==> src/rtl/nibble_assembler.sv <==
// nibble_assembler
// Collects 4-bit nibbles from a valid/ready stream into one wide word and
// presents the finished word on a valid/ready output. A word ends when its
// last slot is filled or when in_last marks an early end. Slots that no
// nibble reached read as zero.
//
// Build option: define NIBBLE_ASSEMBLER_MSB_FIRST_EN to place nibble k at
// bits [W-1-4k -: 4] instead of the default [4k +: 4].
//
// Reset is synchronous and active-high on rst.

module nibble_assembler #(
  parameter int NIBBLES = 4,
  parameter int LW      = $clog2(NIBBLES + 1)
) (
  input  logic                   clk,
  input  logic                   rst,
  input  logic                   in_valid,
  output logic                   in_ready,
  input  logic [3:0]             in_nib,
  input  logic                   in_last,
  output logic                   out_valid,
  input  logic                   out_ready,
  output logic [4*NIBBLES-1:0]   out_word,
  output logic [LW-1:0]          out_len
);

  localparam int W  = 4 * NIBBLES;
  localparam int CW = (NIBBLES > 1) ? $clog2(NIBBLES) : 1;

  localparam logic [0:0] ST_COLLECT = 1'b0;
  localparam logic [0:0] ST_FULL    = 1'b1;

  // Registered state
  logic [0:0]    state_r;
  logic [CW-1:0] cnt_r;
  logic [W-1:0]  buf_r;
  logic [LW-1:0] len_r;
  logic          valid_r;

  // Next-state values
  logic [0:0]    state_s;
  logic [CW-1:0] cnt_s;
  logic [W-1:0]  buf_s;
  logic [LW-1:0] len_s;
  logic          valid_s;

  // Handshake and datapath helpers
  logic          in_ready_s;
  logic          accept_s;
  logic          release_s;
  logic [W-1:0]  base_s;
  logic [CW-1:0] slot_s;
  logic          ends_word_s;

  // Writes one nibble into the given slot and leaves every other slot alone.
  function automatic logic [W-1:0] place_nibble(
    input logic [W-1:0]  word,
    input logic [CW-1:0] slot,
    input logic [3:0]    nib
  );
    logic [W-1:0] res;
    res = word;
    for (int k = 0; k < NIBBLES; k++) begin
      if (slot == CW'(k)) begin
`ifdef NIBBLE_ASSEMBLER_MSB_FIRST_EN
        res[W-1-4*k -: 4] = nib;
`else
        res[4*k +: 4] = nib;
`endif
      end else begin
        res = res;
      end
    end
    return res;
  endfunction

  // Input-side readiness: open while collecting, follows out_ready while a
  // word is held (so the slot-0 nibble of the next word can enter on the
  // same edge the held word leaves), and closed during reset.
  always_comb begin
    in_ready_s = 1'b0;
    if (rst) begin
      in_ready_s = 1'b0;
    end else begin
      case (state_r)
        ST_COLLECT: in_ready_s = 1'b1;
        ST_FULL:    in_ready_s = out_ready;
        default:    in_ready_s = 1'b0;
      endcase
    end
  end

  assign in_ready = in_ready_s;

  // Handshake events and where an incoming nibble lands. When the held word
  // leaves on this edge the incoming nibble goes into a cleared buffer.
  always_comb begin
    accept_s  = in_valid && in_ready_s;
    release_s = (state_r == ST_FULL) && out_ready;
    if (release_s) begin
      base_s = {W{1'b0}};
      slot_s = {CW{1'b0}};
    end else begin
      base_s = buf_r;
      slot_s = cnt_r;
    end
    ends_word_s = (slot_s == CW'(NIBBLES - 1)) || in_last;
  end

  // Next-state computation for the two-state collect/hold machine.
  always_comb begin
    state_s = state_r;
    cnt_s   = cnt_r;
    buf_s   = buf_r;
    len_s   = len_r;
    valid_s = valid_r;
    if (accept_s) begin
      buf_s = place_nibble(base_s, slot_s, in_nib);
      if (ends_word_s) begin
        state_s = ST_FULL;
        valid_s = 1'b1;
        len_s   = LW'(slot_s) + LW'(1'b1);
        cnt_s   = {CW{1'b0}};
      end else begin
        state_s = ST_COLLECT;
        valid_s = 1'b0;
        len_s   = len_r;
        cnt_s   = slot_s + CW'(1'b1);
      end
    end else if (release_s) begin
      state_s = ST_COLLECT;
      valid_s = 1'b0;
      buf_s   = {W{1'b0}};
      cnt_s   = {CW{1'b0}};
      len_s   = len_r;
    end else begin
      state_s = state_r;
      cnt_s   = cnt_r;
      buf_s   = buf_r;
      len_s   = len_r;
      valid_s = valid_r;
    end
  end

  // State registers; reset discards any partial or held word.
  always_ff @(posedge clk) begin
    if (rst) begin
      state_r <= ST_COLLECT;
      cnt_r   <= {CW{1'b0}};
      buf_r   <= {W{1'b0}};
      len_r   <= {LW{1'b0}};
      valid_r <= 1'b0;
    end else begin
      state_r <= state_s;
      cnt_r   <= cnt_s;
      buf_r   <= buf_s;
      len_r   <= len_s;
      valid_r <= valid_s;
    end
  end

  assign out_valid = valid_r;
  assign out_word  = buf_r;
  assign out_len   = len_r;

endmodule

==> config.mk <==
export PLATFORM = sky130hd
export DESIGN_NAME = nibble_assembler
export DESIGN_NICKNAME = d
export VERILOG_FILES = /design/src/rtl/nibble_assembler.sv
export SDC_FILE = /design/constraint.sdc
export NUM_CORES = 1
export LEC_CHECK = 0
export CAP_MARGIN = 10
export CORE_AREA = 10 10 61 63
export CTS_BUF_LIST = sky130_fd_sc_hd__clkbuf_8
export DETAILED_ROUTE_END_ITERATION = 8
export DIE_AREA = 0 0 71 73
export GPL_TIMING_DRIVEN = 0
export PLACE_DENSITY = 0.71
export SLEW_MARGIN = 30
export SYNTH_ARGS = -nofsm -noshare
export SYNTH_HDL_FRONTEND = slang
export SYNTH_SLANG_ARGS = --single-unit
==> constraint.sdc <==
create_clock -name clk -period 1.4 [get_ports clk]
set_clock_uncertainty 0.1 [all_clocks]
set_input_delay 0.14 -clock clk [delete_from_list [all_inputs] [get_ports clk]]
set_output_delay 0.14 -clock clk [all_outputs]
set_load 0.005 [all_outputs]
==> flow_metrics.tcl <==
set metrics [dict create \
    status "finished, final reports clean" \
    cts.sink_count 22 \
    firstDrtPassIters 3 \
    grt_pass1_vias 910 \
    critical_path_buf_inv_count 0 \
    grtUsageTotal_pct 9.56 \
    layout-drive-gt1-share_pct 26.8 \
    worst_ir_drop_vdd_mv 0.773 \
    portBuffers 29 \
    min_from "rst" \
    timing.fmax_mhz 725 \
    gp_congestion 0.739 \
    yosysSeqAreaShare_pct 43.8 \
    max_slew_margin_pct 80.7 \
    maxCapViolations 0 \
    synth_nets 112 \
    synth_top_area_cell "dfxtp_1" \
    avgSynthCellArea_um2 10.1 \
    postCtsHoldBufs 0 \
    tightest_slew_ns 0.289 \
    via_count 838 \
    clk_latency_ns 0.26 \
    worstHoldEndpoint "out_word[0]" \
    synth_area_mm2 0.00100 \
    wl_per_cell_um 15.0 \
    fp.dieH_um 73 \
    hold_depth 4 \
    synth_top_area_share_pct 43.8 \
    timing.rr.start "out_valid" \
    crit_chain "a21boi_4 > ha_4 > nor2_4 > o31ai_2 > a21oi_2" \
    ant_nets 0 \
    final_net_count 152 \
    clk_pin_slew_ns 0.08 \
    r2r_slack_ns 0.02 \
    clock_tree.root_cell "clkbuf_8" \
    io_pins 30 \
    drt_wl_total_mm 2.54 \
    multi_input_area_um2 603 \
    grt_pass1_wl_mm 4.13 \
    rsz0062_at_grt "yes" \
    cp_max_fo 5 \
    required_ns 1.45 \
    crit_type "flop to flop" \
    synthArstFlopShare_pct 0 \
    start_util_pct 38.4 \
    min_period_ns 1.38 \
    route.detailed.drc 0 \
    die_width_um 71 \
    crit_arrival_ns 1.43 \
    die_area_mm2 0.00518 \
    cp-end-kind "flop" \
    fin_total_pwr_mw 1.28 \
    post-dp-hpwl_mm 1.90 \
    viasPerCell 4.96 \
    hp-class "input pin to flop" \
    ys_warn_count 0 \
    timing.rr.end "out_len[0]" \
    synth.area.top_cells "dfxtp_1 (44%), mux2i_1 (16%), nand3_4 (7.0%)" \
    finalSetupTns_ns 0 \
    fin_crit_sh_pct 98.5 \
    core_area_mm2 0.00262 \
    synth_edf_count 0 \
    ys_types 23 \
    rows 19 \
    r2r_cells 5 \
    power-per-cell-area_mw_per_mm2 835 \
    fillers 237 \
    ys.flop_type "dfxtp_1" \
    crit_family "compound AO/OA/AOI/OAI gates" \
    synth.most_common_cell "dfxtp_1" \
    netlist_top_cells_count "dfxtp_1 (22), nand2_1 (18), mux2i_1 (16), nand2b_1 (6), a21oi_1 (5)" \
    dpl_cell_area_mm2 0.00136 \
    globalRouteOverflowTotal 0 \
    fin_area_mm2 0.00153 \
    htreeDepth 1 \
    grt_start_max_net_pins 13 \
    setup_viol 0 \
    cts_buffers 3 \
    area_growth_pct 52.4 \
    finalHoldViolCount 0 \
    leakage_nw 0.775 \
    cts_max_path_buffers 2 \
    antenna_found_initial 0 \
    cts_tree "built" \
    drt_iter0_drc 18 \
    hold_ws_ns 0.356 \
    start_kind "flop" \
    register_area_um2 445 \
    drv_slew 0 \
    ys_ff_latch 22 \
    diodes 0 \
    cpMaxStageDelayCell "dfxtp_4" \
    synthCells 99 \
    cpPeakStageDelay_ns 0.37 \
]
cells by family after synthesis:
kind of cell	share of synthesized area (%)
AOI/OAI and AO/OA	8.72
adders and majority gates	4.98
buffers and inverters	3.49
and+or+nand+nor	23.0
DFF	43.8
muxes	15.9
area by class of cell:
cell class | count | share of cell area (%)
Sequential cell | 22 | 29.1
Timing Repair Buffer | 35 | 22.7
Buffer | 4 | 2.21
Inverter | 2 | 0.490
Multi-Input combinational cell | 71 | 39.4
Tap cell | 31 | 2.53
Clock buffer | 4 | 3.59
worst max path at each step:
stage / from / slack [ns] / end / cells after the start
3_5_place_dp: out_ready / -0.51 / in_ready / 4
5_1_grt: out_valid / -0.06 / out_len[0] / 5
6_report: out_valid / 0.02 / out_len[0] / 5
4_1_cts: out_valid / 0.004 / out_len[1] / 5
3_3_place_gp: out_ready / -0.49 / in_ready / 4
2_1_floorplan: out_valid / -0.006 / out_valid / 7
layer usage:
| metal | vias up | track usage, % | wire, um |
|---|---|---|---|
| li1 | 422 | - | - |
| met3 | 5 | 5.71 | 235 |
| met4 | 0 | 1.94 | 18 |
| met1 | 388 | 10.0 | 1000 |
| met2 | 23 | 16.2 | 1290 |
| met5 | - | 0 | 0 |
power breakdown:
part | switching (mW) | internal [mW]
logic | 0.0875 | 0.0919
clock network | 0.202 | 0.251
registers | 0.00812 | 0.639
metrics by stage:
step / util, % / setup WS [ns] / std cells
after global placement: 51.9 / -0.486 / 159
after global routing: 58.6 / -0.0609 / 169
after floorplan: - / -0.00615 / 99
after CTS: 55.6 / 0.00372 / 166
after detailed placement: 51.9 / -0.509 / 159
final: 58.6 / 0.0209 / 169
sequential cells by signal (all words and copies together), names as in the netlist:
register / cells
out_word: 16
out_len: 3
cnt_r: 2
out_valid: 1
worst register-to-register path, stage by stage (launching register included):
cell	delay, ns
dfxtp_4	0.37
a21boi_4	0.22
ha_4	0.20
nor2_4	0.05
o31ai_2	0.26
a21oi_2	0.08
repair_timing:
action                     CTS  global route
buffers inserted             3             3
setup endpoints to repair   23            30
gates resized for setup     12            18
pin swaps                    3             8
cells in the final DEF (no fill, tap or decap), drive strengths merged, types with 5 or more instances in the layout:
cell type and count:
dfxtp 22, clkdlybuf4s50 18, nand2 18, mux2i 16, buf 9, dlymetal6s2s 8, nand2b 6, clkbuf 6
a21oi 6, nand3 5
(Power assumes the default switching activity.)
